`src/rtl/memory_stage.sv`:
```
// memory_stage: passes ALU results through, runs loads/stores over the data-bus
// handshake and emits one registered writeback packet per instruction.
module memory_stage #(
  parameter int ADDR_W = 64,
  parameter int DATA_W = 64
) (
  input  logic              clk,
  input  logic              reset,
  input  logic              in_valid,
  output logic              in_ready,
  input  logic [ADDR_W-1:0] in_pc,
  input  logic [4:0]        in_dst,
  input  logic              in_wen,
  input  logic [DATA_W-1:0] in_result,
  input  logic [DATA_W-1:0] in_store_data,
  input  logic              in_load,
  input  logic              in_store,
  input  logic [1:0]        in_size,
  input  logic              in_unsigned,
  output logic              dreq_valid,
  output logic              dreq_write,
  output logic [ADDR_W-1:0] dreq_addr,
  output logic [1:0]        dreq_size,
  output logic [7:0]        dreq_strobe,
  output logic [DATA_W-1:0] dreq_wdata,
  input  logic              dresp_ok,
  input  logic [DATA_W-1:0] dresp_data,
  output logic              out_valid,
  output logic [ADDR_W-1:0] out_pc,
  output logic [4:0]        out_dst,
  output logic              out_wen,
  output logic [DATA_W-1:0] out_data,
  output logic              out_misalign
);
  typedef enum logic {IDLE, BUSY} state_t;
  state_t state_q, state_d;
  logic [ADDR_W-1:0] pc_q, pc_d, addr_q, addr_d, opc_q, opc_d;
  logic [4:0] dst_q, dst_d, odst_q, odst_d;
  logic wen_q, wen_d, write_q, write_d, uns_q, uns_d;
  logic [1:0] size_q, size_d;
  logic [DATA_W-1:0] sdata_q, sdata_d, odata_q, odata_d;
  logic ovalid_q, ovalid_d, owen_q, owen_d, omis_q, omis_d;
  logic accept, mem, misalign;
  logic [2:0] off;
  logic [7:0] mask;
  logic [DATA_W-1:0] sh, ld;
  assign in_ready = state_q == IDLE;
  assign accept = in_valid & in_ready;
  assign mem = in_load | in_store;
  assign misalign = in_size == 2'd1 ? in_result[0] :
                    in_size == 2'd2 ? |in_result[1:0] :
                    in_size == 2'd3 ? |in_result[2:0] : 1'b0;
  assign off = addr_q[2:0];
  assign mask = size_q == 2'd0 ? 8'h01 : size_q == 2'd1 ? 8'h03 : size_q == 2'd2 ? 8'h0f : 8'hff;
  assign dreq_valid = state_q == BUSY;
  assign dreq_write = write_q;
  assign dreq_addr = addr_q;
  assign dreq_size = size_q;
  assign dreq_strobe = write_q ? mask << off : 8'h00;
  assign dreq_wdata = write_q ? sdata_q << {off, 3'b000} : '0;
  // Bus returns the aligned doubleword; bring the addressed bytes down to lane 0 first.
  assign sh = dresp_data >> {off, 3'b000};
  assign ld = size_q == 2'd0 ? {{56{~uns_q & sh[7]}}, sh[7:0]} :
              size_q == 2'd1 ? {{48{~uns_q & sh[15]}}, sh[15:0]} :
              size_q == 2'd2 ? {{32{~uns_q & sh[31]}}, sh[31:0]} : sh;
  assign out_valid = ovalid_q;
  assign out_pc = opc_q;
  assign out_dst = odst_q;
  assign out_wen = owen_q;
  assign out_data = odata_q;
  assign out_misalign = omis_q;
  always_comb begin
    state_d = state_q;
    pc_d = pc_q;
    addr_d = addr_q;
    dst_d = dst_q;
    wen_d = wen_q;
    write_d = write_q;
    uns_d = uns_q;
    size_d = size_q;
    sdata_d = sdata_q;
    ovalid_d = 1'b0;
    opc_d = opc_q;
    odst_d = odst_q;
    owen_d = owen_q;
    odata_d = odata_q;
    omis_d = omis_q;
    if (accept && (!mem || misalign)) begin
      ovalid_d = 1'b1;
      opc_d = in_pc;
      odst_d = in_dst;
      owen_d = mem ? 1'b0 : in_wen;
      odata_d = mem ? '0 : in_result;
      omis_d = mem;
    end else if (accept) begin
      state_d = BUSY;
      pc_d = in_pc;
      addr_d = in_result[ADDR_W-1:0];
      dst_d = in_dst;
      wen_d = in_wen;
      write_d = in_store & ~in_load;
      uns_d = in_unsigned;
      size_d = in_size;
      sdata_d = in_store_data;
    end else if (state_q == BUSY && dresp_ok) begin
      state_d = IDLE;
      ovalid_d = 1'b1;
      opc_d = pc_q;
      odst_d = dst_q;
      owen_d = write_q ? 1'b0 : wen_q;
      odata_d = write_q ? '0 : ld;
      omis_d = 1'b0;
    end
  end
  always_ff @(posedge clk or posedge reset) begin
    if (reset) begin
      state_q <= IDLE;
      pc_q <= '0;
      addr_q <= '0;
      dst_q <= '0;
      wen_q <= 1'b0;
      write_q <= 1'b0;
      uns_q <= 1'b0;
      size_q <= '0;
      sdata_q <= '0;
      ovalid_q <= 1'b0;
      opc_q <= '0;
      odst_q <= '0;
      owen_q <= 1'b0;
      odata_q <= '0;
      omis_q <= 1'b0;
    end else begin
      state_q <= state_d;
      pc_q <= pc_d;
      addr_q <= addr_d;
      dst_q <= dst_d;
      wen_q <= wen_d;
      write_q <= write_d;
      uns_q <= uns_d;
      size_q <= size_d;
      sdata_q <= sdata_d;
      ovalid_q <= ovalid_d;
      opc_q <= opc_d;
      odst_q <= odst_d;
      owen_q <= owen_d;
      odata_q <= odata_d;
      omis_q <= omis_d;
    end
  end
endmodule

```
`config.mk`:
```
export PLATFORM = sky130hd
export DESIGN_NAME = memory_stage
export DESIGN_NICKNAME = d
export VERILOG_FILES = /design/src/rtl/memory_stage.sv
export SDC_FILE = /design/constraint.sdc
export NUM_CORES = 1
export LEC_CHECK = 0
export CAP_MARGIN = 20
export CORE_AREA = 2 2 213 215
export DETAILED_ROUTE_END_ITERATION = 10
export DIE_AREA = 0 0 215 217
export GPL_ROUTABILITY_DRIVEN = 1
export PLACE_DENSITY = 0.7
export SYNTH_ARGS = -nofsm -noshare
export SYNTH_HDL_FRONTEND = slang
export SYNTH_SLANG_ARGS = --single-unit
```
`constraint.sdc`:
```
create_clock -name clk -period 25.4 [get_ports clk]
set_clock_uncertainty 0.05 [all_clocks]
set_input_delay 5.08 -clock clk [delete_from_list [all_inputs] [get_ports clk]]
set_output_delay 5.08 -clock clk [all_outputs]
set_load 0.05 [all_outputs]
```
==> results.md, run 1 <==
Place:
- The half-perimeter wire length of the detailed placement result is 45,940 µm.
- Buffers placed on the I/O ports in this run total 547.
- The final RePlAce weighted congestion is 0.8694.
- The placement-stage worst setup slack is 16.45 ns.
- The area after detailed placement is 23,460 µm².

Drt:
- For this run, design rule violations remaining after detail routing come to 0.
- Across all layers, the routed design uses 15,010 vias.
- In the routed layout, each cell is associated on average with a via count of 5.630.
- For this block, the initial DRC count from the detailed router was 1,114.
- The first detailed-routing pass ran for 5 iterations.
- The per-cell routed wire length is 24.16 µm.
- In this run the remaining antenna-violating nets after routing total 0.
- After detailed routing, the total wire length is 64,410 µm.

Clocking:
- After clock tree synthesis, the flow added hold-fix buffers numbering 0.
- The latest clock arrival within the worst-skew pair is 0.56 ns.
- The maximum clock path buffer count is 3.
- In this run, post-CTS repair resized a total of 0 instances.
- The number of buffers inserted to repair setup after CTS is 0.
- TritonCTS built the clock tree.
- The clock tree synthesis step divided the H-tree into 2 levels.
- The number of buffers created by CTS is 40.
- For this design, the sink count on the clock tree is 339.
- Clock tree synthesis selected as its root buffer the cell sky130_fd_sc_hd__clkbuf_16.
- The clock-pin slew on the worst setup and hold paths is 0.07 ns.

Power and ir drop:
- Dividing total power by cell area gives a power density of 111.6 nW/µm².
- Cell internal power was estimated by the tool at 0.001558 W.
- The portion of total power attributed to sequential cells is 30.3%.
- The share of total power dissipated in combinational logic is 48.9%.
- The analysis attributes to net switching a power of 0.001213 W.
- The switching part of the total is 43.78%.
- Across the VDD grid, the largest voltage drop is 0.00006464 V.
- The relative contribution of the clock network to total power is 20.8%.
- For this design the static power due to leakage is 10.20 nW.

Timing:
- The final count of negative-setup-slack endpoints is 0.
- The worst path in the final design needs a cycle of 9.532 ns, including I/O delays and setup.
- Setup repair after global routing left no endpoint under its margin.
- The final worst hold slack is 0.4241 ns.
- The highest attainable clock frequency is 0.1049 GHz.
- Summed over all failing endpoints, the final setup total negative slack is 0 ns.
- The number of max-slew violations in the final report is 0.
- The worst pin sits at a relative slew slack of 29.88%.
- Dividing the final minimum period by the clock period gives 37.53%.
- The setup slack of the critical path after layout is 15.87 ns.
- The pin slew with the least headroom to its limit is 1.052 ns.
- The total count of hold-check failures in the final report was 0.

Critical path:
- The critical path ends at dreq_strobe[4].
- The type of element launching the critical path is a flop.
- At the worst endpoint, the required time is 20.27 ns.
- Together, buffers and inverters on the worst path number 2.
- The cell that appears most often on the critical path is sky130_fd_sc_hd__nor2_1.
- In this run the worst path has a maximum fanout of 74.
- The flop-to-flop setup slack is 21.50 ns.
- The worst endpoint data arrival time is 4.40 ns.
- The biggest cell delay along the critical path is 1.13 ns.
- The critical path goes through buf_4 -> nor2_1 -> nor3_1 -> a221oi_1 -> nor2_1 -> clkdlybuf4s50_1.
- The slowest stage of the critical path is the sky130_fd_sc_hd__dfrtp_4 cell.
- The worst setup path is captured at an output pin.
- In this run the number of cells on the critical path is 6.
- The number of cells on the worst reg-to-reg path is 6.
- The reg-to-reg critical path endpoint is out_data[16]$_DFFE_PP0P_.
- The start point of the critical path is dreq_addr[0]$_DFFE_PP0P_.
- In this run the critical register-to-register path is launched from dreq_addr[0]$_DFFE_PP0P_.
- The kind of critical path is flop to output pin.
- The kind of cell with the highest combined delay along the critical path is buffers and inverters.

Logic synthesis:
- The library cell occupying the most area in the post-synthesis netlist is sky130_fd_sc_hd__dfrtp_1.
- For this run, asynchronously set or reset flops after synthesis account for 100.0%.
- The commonest cells after synthesis are sky130_fd_sc_hd__dfrtp_1 (339), sky130_fd_sc_hd__mux2_2 (209), sky130_fd_sc_hd__nand2_1 (208), sky130_fd_sc_hd__a22oi_1 (111), sky130_fd_sc_hd__nor2_1 (97).
- The most used standard cell by instance count after synthesis is sky130_fd_sc_hd__dfrtp_1.
- The number of instances in the synthesized netlist is 1,548.
- The total nets after synthesis is 1,819.
- The commonest register cell after synthesis is sky130_fd_sc_hd__dfrtp_1.
- In this run the cell area of the synthesized design comes to 17,710 µm².
- The register bit count reported by yosys is 339.
- During synthesis, Yosys emitted a total of 0 warnings.
- The sequential-to-total area share from yosys stat is 47.90%.
- The number of different library cells in the post-synthesis netlist is 55.
- The number of enable-type register cells in the synthesized netlist is 0.
- A synthesized cell averages 11.44 µm².
- Of the post-synthesis cell area, the dominant cell type holds 47.90%.
- Sorting the synthesized cells by area gives the leading types as sky130_fd_sc_hd__dfrtp_1 (48%), sky130_fd_sc_hd__mux2_2 (13%), sky130_fd_sc_hd__mux4_2 (8.3%), sky130_fd_sc_hd__a22oi_1 (4.7%), sky130_fd_sc_hd__nand2_1 (4.4%).

Floorplan:
- The die covers 46,660 µm².
- The count of pins on the block boundary is 548.
- The die is 215 µm wide.
- In this run the core area contains 78 standard-cell rows.
- The die height is 217 µm.
- The total area inside the core boundary comes to 44,700 µm².
- The effective utilization at floorplan is 39.62%.

Global route:
- The number of global-route vias before repair is 15,200.
- Entering global routing, the biggest net connects 137 pins.
- The global-route usage over all layers is 27.06%.
- The number of antenna violations at the first check in global routing is 15.
- Global routing finished with a remaining overflow of 0.
- The first global-routing pass estimated 96,370 µm of wire.

Layout:
- The post-route standard cell area excluding fillers is 24,820 µm².
- In the final design database the tool counted 2,301 nets.
- The area added between synthesis and finish is 40.12%.
- The post-route netlist has 19.58% of its cells at a drive strength greater than 1.

Job:
- The number of max-capacitance violations reported is 0.

Min path:
- The kind of path behind the tightest hold check is flop to flop.

Run status:
- The run finished with clean final reports.
worst register-to-register path, delay by kind of cell, from the launching register on:
family | cells | cell delay (ns)
compound gates | 4 | 1.49
buf+inv | 1 | 0.92
flops | 1 | 1.13
mux | 1 | 0.23
placed cells by master, fill, tap and decap left out, types with 9 or more instances in the layout:
| cell | instances |
|---|---|
| sky130_fd_sc_hd__clkdlybuf4s50_1 | 547 |
| sky130_fd_sc_hd__dfrtp_1 | 336 |
| sky130_fd_sc_hd__mux2_2 | 209 |
| sky130_fd_sc_hd__nand2_1 | 208 |
| sky130_fd_sc_hd__a22oi_1 | 111 |
| sky130_fd_sc_hd__nor2_1 | 96 |
| sky130_fd_sc_hd__o21ai_0 | 68 |
| sky130_fd_sc_hd__mux4_2 | 65 |
| sky130_fd_sc_hd__mux2i_1 | 63 |
| sky130_fd_sc_hd__a21oi_1 | 61 |
| sky130_fd_sc_hd__clkbuf_16 | 40 |
| sky130_fd_sc_hd__and2_1 | 23 |
| sky130_fd_sc_hd__and3_1 | 22 |
| sky130_fd_sc_hd__buf_4 | 21 |
| sky130_fd_sc_hd__a211oi_1 | 17 |
| sky130_fd_sc_hd__o22ai_1 | 15 |
| sky130_fd_sc_hd__o21ai_2 | 12 |
| sky130_fd_sc_hd__o21ai_1 | 12 |
| sky130_fd_sc_hd__a221oi_1 | 10 |
| sky130_fd_sc_hd__o211ai_1 | 9 |
| sky130_fd_sc_hd__clkbuf_8 | 9 |
power groups by stage:
stage,clock [W],combinational (W),sequential (W)
after floorplan,0,0.000590,0.00115
after global placement,0,0.00133,0.000839
after detailed placement,0,0.00135,0.000847
after CTS,0.000589,0.00136,0.000839
after global routing,0.000610,0.00142,0.000863
final,0.000575,0.00135,0.000840
final cells by class:
class / instances / area, µm²
Multi-Input combinational cell: 1071 / 8529
Antenna cell: 8 / 20.02
Clock inverter: 14 / 147.6
Fill cell: 3894 / 19880
Sequential cell: 339 / 8492
Clock buffer: 56 / 1151
Inverter: 8 / 37.54
Timing Repair Buffer: 570 / 5688
Tap cell: 600 / 750.7
registers in the layout, indices dropped and copies added (netlist names):
signal / count
dreq_addr: 64
dreq_size: 2
dreq_valid: 1
dreq_write: 1
dst_q: 5
out_data: 64
out_dst: 5
out_misalign: 1
out_pc: 64
out_valid: 1
out_wen: 1
pc_q: 64
sdata_q: 64
uns_q: 1
wen_q: 1
per-layer routing:
layer,part of all wire [%],global-route usage (%)
met5,0.092,0
met4,4.7,12.60
met3,8.4,7.505
met2,48,44.31
met1,39,33.35
metrics by stage:
step           cells  power [W]  utilization (%)
5_1_grt         2663   0.002898            55.50
4_1_cts         2656   0.002787            55.40
3_5_place_dp    2586   0.002202            52.49
2_1_floorplan   1548   0.001739                -
3_3_place_gp    2584   0.002174            52.41
6_report        2666   0.002771            55.52
logic make-up after synthesis:
kind of cell / count (synthesis) / synth area share (%)
compound gates: 354 / 13.57
mux: 337 / 25.11
flops: 339 / 47.90
buf+inv: 138 / 4.083
simple gates: 379 / 9.283
xor+xnor: 1 / 0.04946
worst min path at each step:
stage | startpoint | end | depth (start not counted)
after global placement | out_pc[21]$_DFFE_PP0P_ | out_pc[21]$_DFFE_PP0P_ | 2
after floorplan | dst_q[0]$_DFFE_PP0P_ | out_dst[0]$_DFFE_PP0P_ | 2
final | out_pc[43]$_DFFE_PP0P_ | out_pc[43]$_DFFE_PP0P_ | 2
after global routing | out_pc[43]$_DFFE_PP0P_ | out_pc[43]$_DFFE_PP0P_ | 2
after CTS | out_pc[22]$_DFFE_PP0P_ | out_pc[22]$_DFFE_PP0P_ | 2
after detailed placement | out_pc[38]$_DFFE_PP0P_ | out_pc[38]$_DFFE_PP0P_ | 2
Power figures use the tool's default switching activity.
==> run 2, diff against run 1 <==
PLACE_DENSITY = 0.73   (was 0.7)
clock period = 8.4 ns   (was 25.4 ns; I/O delays follow)
==> results.md, run 2 (same netlist as run 1, synthesis figures left out) <==
Power and ir drop:
- The total power draw is 0.008341 W (was 0.002771 W).
- The peak ir drop on the vdd network is 0.0001996 V (was 0.00006464 V).
- The internal power is 0.004679 W (was 0.001558 W).
- The combinational group share of total power came to 49.6% (was 48.9%).
- The power density over the cells came to 336.7 nW/µm² (was 111.6 nW/µm²).
- The portion of total power attributed to sequential cells is 30.0% (was 30.3%).
- The cell leakage power is 10.18 nW (was 10.20 nW).
- The power dissipated by switching net loads is 0.003662 W (was 0.001213 W).
- The relative contribution of the clock network to total power is 20.4% (was 20.8%).
- The switching part of the total was 43.90% (was 43.78%).

Timing:
- The total count of hold-check failures in the final report is 0 (unchanged).
- Setup repair after global routing missed its margin: false (unchanged).
- The final worst hold slack was 0.4230 ns (was 0.4241 ns).
- The post-route minimum period is 6.259 ns.
- The pin slew with the least headroom to its limit is 0.9969 ns (was 1.052 ns).
- The setup TNS is 0 ns (unchanged).
- The headroom to the max-slew limit is 33.24% (was 29.88%).
- The final count of negative-setup-slack endpoints came to 0 (unchanged).
- The number of max-slew violations in the final report was 0 (unchanged).
- The highest attainable clock frequency is 0.1598 GHz.
- The setup slack of the critical path after layout is 2.141 ns (was 15.87 ns).
- The final critical path takes up 74.51% of the cycle.

Clocking:
- The latest clock arrival within the worst-skew pair was 0.56 ns (about the same).
- The maximum clock path buffer count is 3 (unchanged).
- The clock root buffer is sky130_fd_sc_hd__clkbuf_16 (unchanged).
- The number of clock sinks is 339 (unchanged).
- The H-tree depth reported by CTS was 2 (unchanged).
- The TritonCTS clock tree is built (unchanged).
- The post-cts resize count is 0 (unchanged).
- The clock-pin slew on the worst setup and hold paths is 0.06 ns (was 0.07 ns).
- The number of buffers added to fix hold violations after cts is 0 (unchanged).
- The number of buffers created by CTS is 39 (was 40).
- The number of buffers inserted to repair setup after CTS is 0 (unchanged).

Place:
- The number of input and output port buffers inserted came to 547 (unchanged).
- The half-perimeter wire length of the detailed placement result is 45,240 µm (was 45,940 µm).
- The final RePlAce weighted congestion is 0.8893 (was 0.8694).
- The placement-stage worst setup slack is 2.739 ns (was 16.45 ns).

Critical path:
- The worst endpoint required time came to 6.67 ns (was 20.27 ns).
- The category of the worst setup path capture point is an output pin (unchanged).
- The type of element launching the critical path is a flop (unchanged).
- The flop-to-flop setup slack was 4.77 ns (was 21.50 ns).
- The number of cells on the worst reg-to-reg path was 6 (unchanged).
- The worst endpoint data arrival time is 4.53 ns (was 4.40 ns).
- The kind of critical path is flop to output pin (unchanged).
- The critical-path maximum fanout came to 56 (was 74).

Global route:
- The number of antenna violations at the first check in global routing is 10 (was 15).
- The total global routing overflow is 0 (unchanged).
- The pin count of the biggest net entering global routing is 131 (was 137).
- The global-route usage over all layers is 26.44% (was 27.06%).
- The global-route wire length before repair was 94,840 µm (was 96,370 µm).
- The number of global-route vias before repair is 15,340 (was 15,200).

Drt:
- The vias after detailed routing was 15,040 (was 15,010).
- The number of detailed-route iterations in the first pass is 6 (was 5).
- The number of DRC markers in iteration 0 is 1,381 (was 1,114).
- The per-cell via count in the routed design was 5.649 (was 5.630).
- The per-cell routed wire length is 23.65 µm (was 24.16 µm).
- The detailed-route DRC error count was 0 (unchanged).
- The final routed wirelength across all metal layers was 62,970 µm (was 64,410 µm).
- The number of antenna-violating nets in the routed design is 0 (unchanged).

Floorplan:
- The count of pins on the block boundary came to 548 (unchanged).
- The die outline width is 215 µm (unchanged).
- The number of core rows is 78 (unchanged).
- The die height is 217 µm (unchanged).
- The core box area came to 44,700 µm² (unchanged).
- The total die area was 46,660 µm² (unchanged).
- The effective utilization at floorplan is 39.62% (unchanged).

Job:
- The number of max-capacitance violations reported is 0 (unchanged).

Layout:
- Commonest non-fill, non-tap cells in the layout: sky130_fd_sc_hd__clkdlybuf4s50_1 (547), sky130_fd_sc_hd__dfrtp_1 (336), sky130_fd_sc_hd__mux2_2 (209) (unchanged).
- The combined area of the multi-input logic cells is 8529 µm² (unchanged).
- The area added between synthesis and finish was 39.89% (was 40.12%).
- The layout filler cell count is 3,864 (was 3,894).
- The sequential cell area is 8492 µm² (unchanged).
- The final-stage net count is 2,300 (was 2,301).
- The layout cell share with drive strength beyond 1 is 19.63% (was 19.58%).
- The most common cell after layout, fill and taps aside was sky130_fd_sc_hd__clkdlybuf4s50_1 (unchanged).

Min path:
- The cell count of the worst hold path came to 2 (unchanged).
- The kind of path behind the tightest hold check is flop to flop (unchanged).

Run status:
- Outcome: finished, final reports clean (unchanged).
-- run 2: changes by cell type in the layout (fill, tap and decap cells not counted), sizes merged --
| cell | change |
|---|---|
| clkinvlp | +2 |
| inv | -2 |
| diode | -3 |
| clkinv | +3 |
| clkbuf | -3 |
-- run 2: final cells by class --
type                    instances  area share, %
repair buffers                570          22.93
multi-input cells            1071          34.43
well taps                     600          3.030
diodes                          5        0.05050
inverters                       8         0.1363
clock inverters                17         0.6817
flip-flops and latches        339          34.27
clock buffers                  53          4.474
-- run 2: path summary, 6_finish.rpt --
kind,start,to
max reg2reg,dreq_addr[1]$_DFFE_PP0P_,out_data[16]$_DFFE_PP0P_
max,dreq_addr[1]$_DFFE_PP0P_,dreq_strobe[1]
min reg2reg,out_pc[11]$_DFFE_PP0P_,out_pc[11]$_DFFE_PP0P_
min,out_pc[11]$_DFFE_PP0P_,out_pc[11]$_DFFE_PP0P_
min in group asynchronous,reset,pc_q[19]$_DFFE_PP0P_
max in group asynchronous,reset,sdata_q[23]$_DFFE_PP0P_
-- run 2: per-layer routing --
metal | vias up | track usage (%) | wire (µm)
met5 | - | 0 | 70
met4 | 12 | 13.13 | 3102
met3 | 167 | 6.890 | 5177
met2 | 725 | 44.13 | 30850
met1 | 7491 | 31.87 | 23770
li1 | 6649 | - | -
-- run 2: power groups by stage --
stage                     clock network [W]  registers [W]  logic, W
after detailed placement                  0        0.00252   0.00413
final                               0.00170        0.00250   0.00414
after global routing                0.00180        0.00257   0.00434
after CTS                           0.00175        0.00250   0.00414
after global placement                    0        0.00249   0.00409
after floorplan                           0        0.00347   0.00178
-- run 2: critical path: stages, from the launching register on --
cell,delay (ns)
sky130_fd_sc_hd__dfrtp_4,0.82
sky130_fd_sc_hd__buf_4,0.68
sky130_fd_sc_hd__clkinv_1,0.85
sky130_fd_sc_hd__nand2_1,0.71
sky130_fd_sc_hd__nor2_1,0.11
sky130_fd_sc_hd__clkdlybuf4s50_1,0.72
-- run 2: per-stage QoR --
stage,instance area [µm²],utilization (%),std cells
final,24780,55.43,2663
after global routing,24780,55.43,2663
after CTS,24740,55.35,2656
after detailed placement,23460,52.49,2586
after global placement,23460,52.49,2586
after floorplan,17710,-,1548
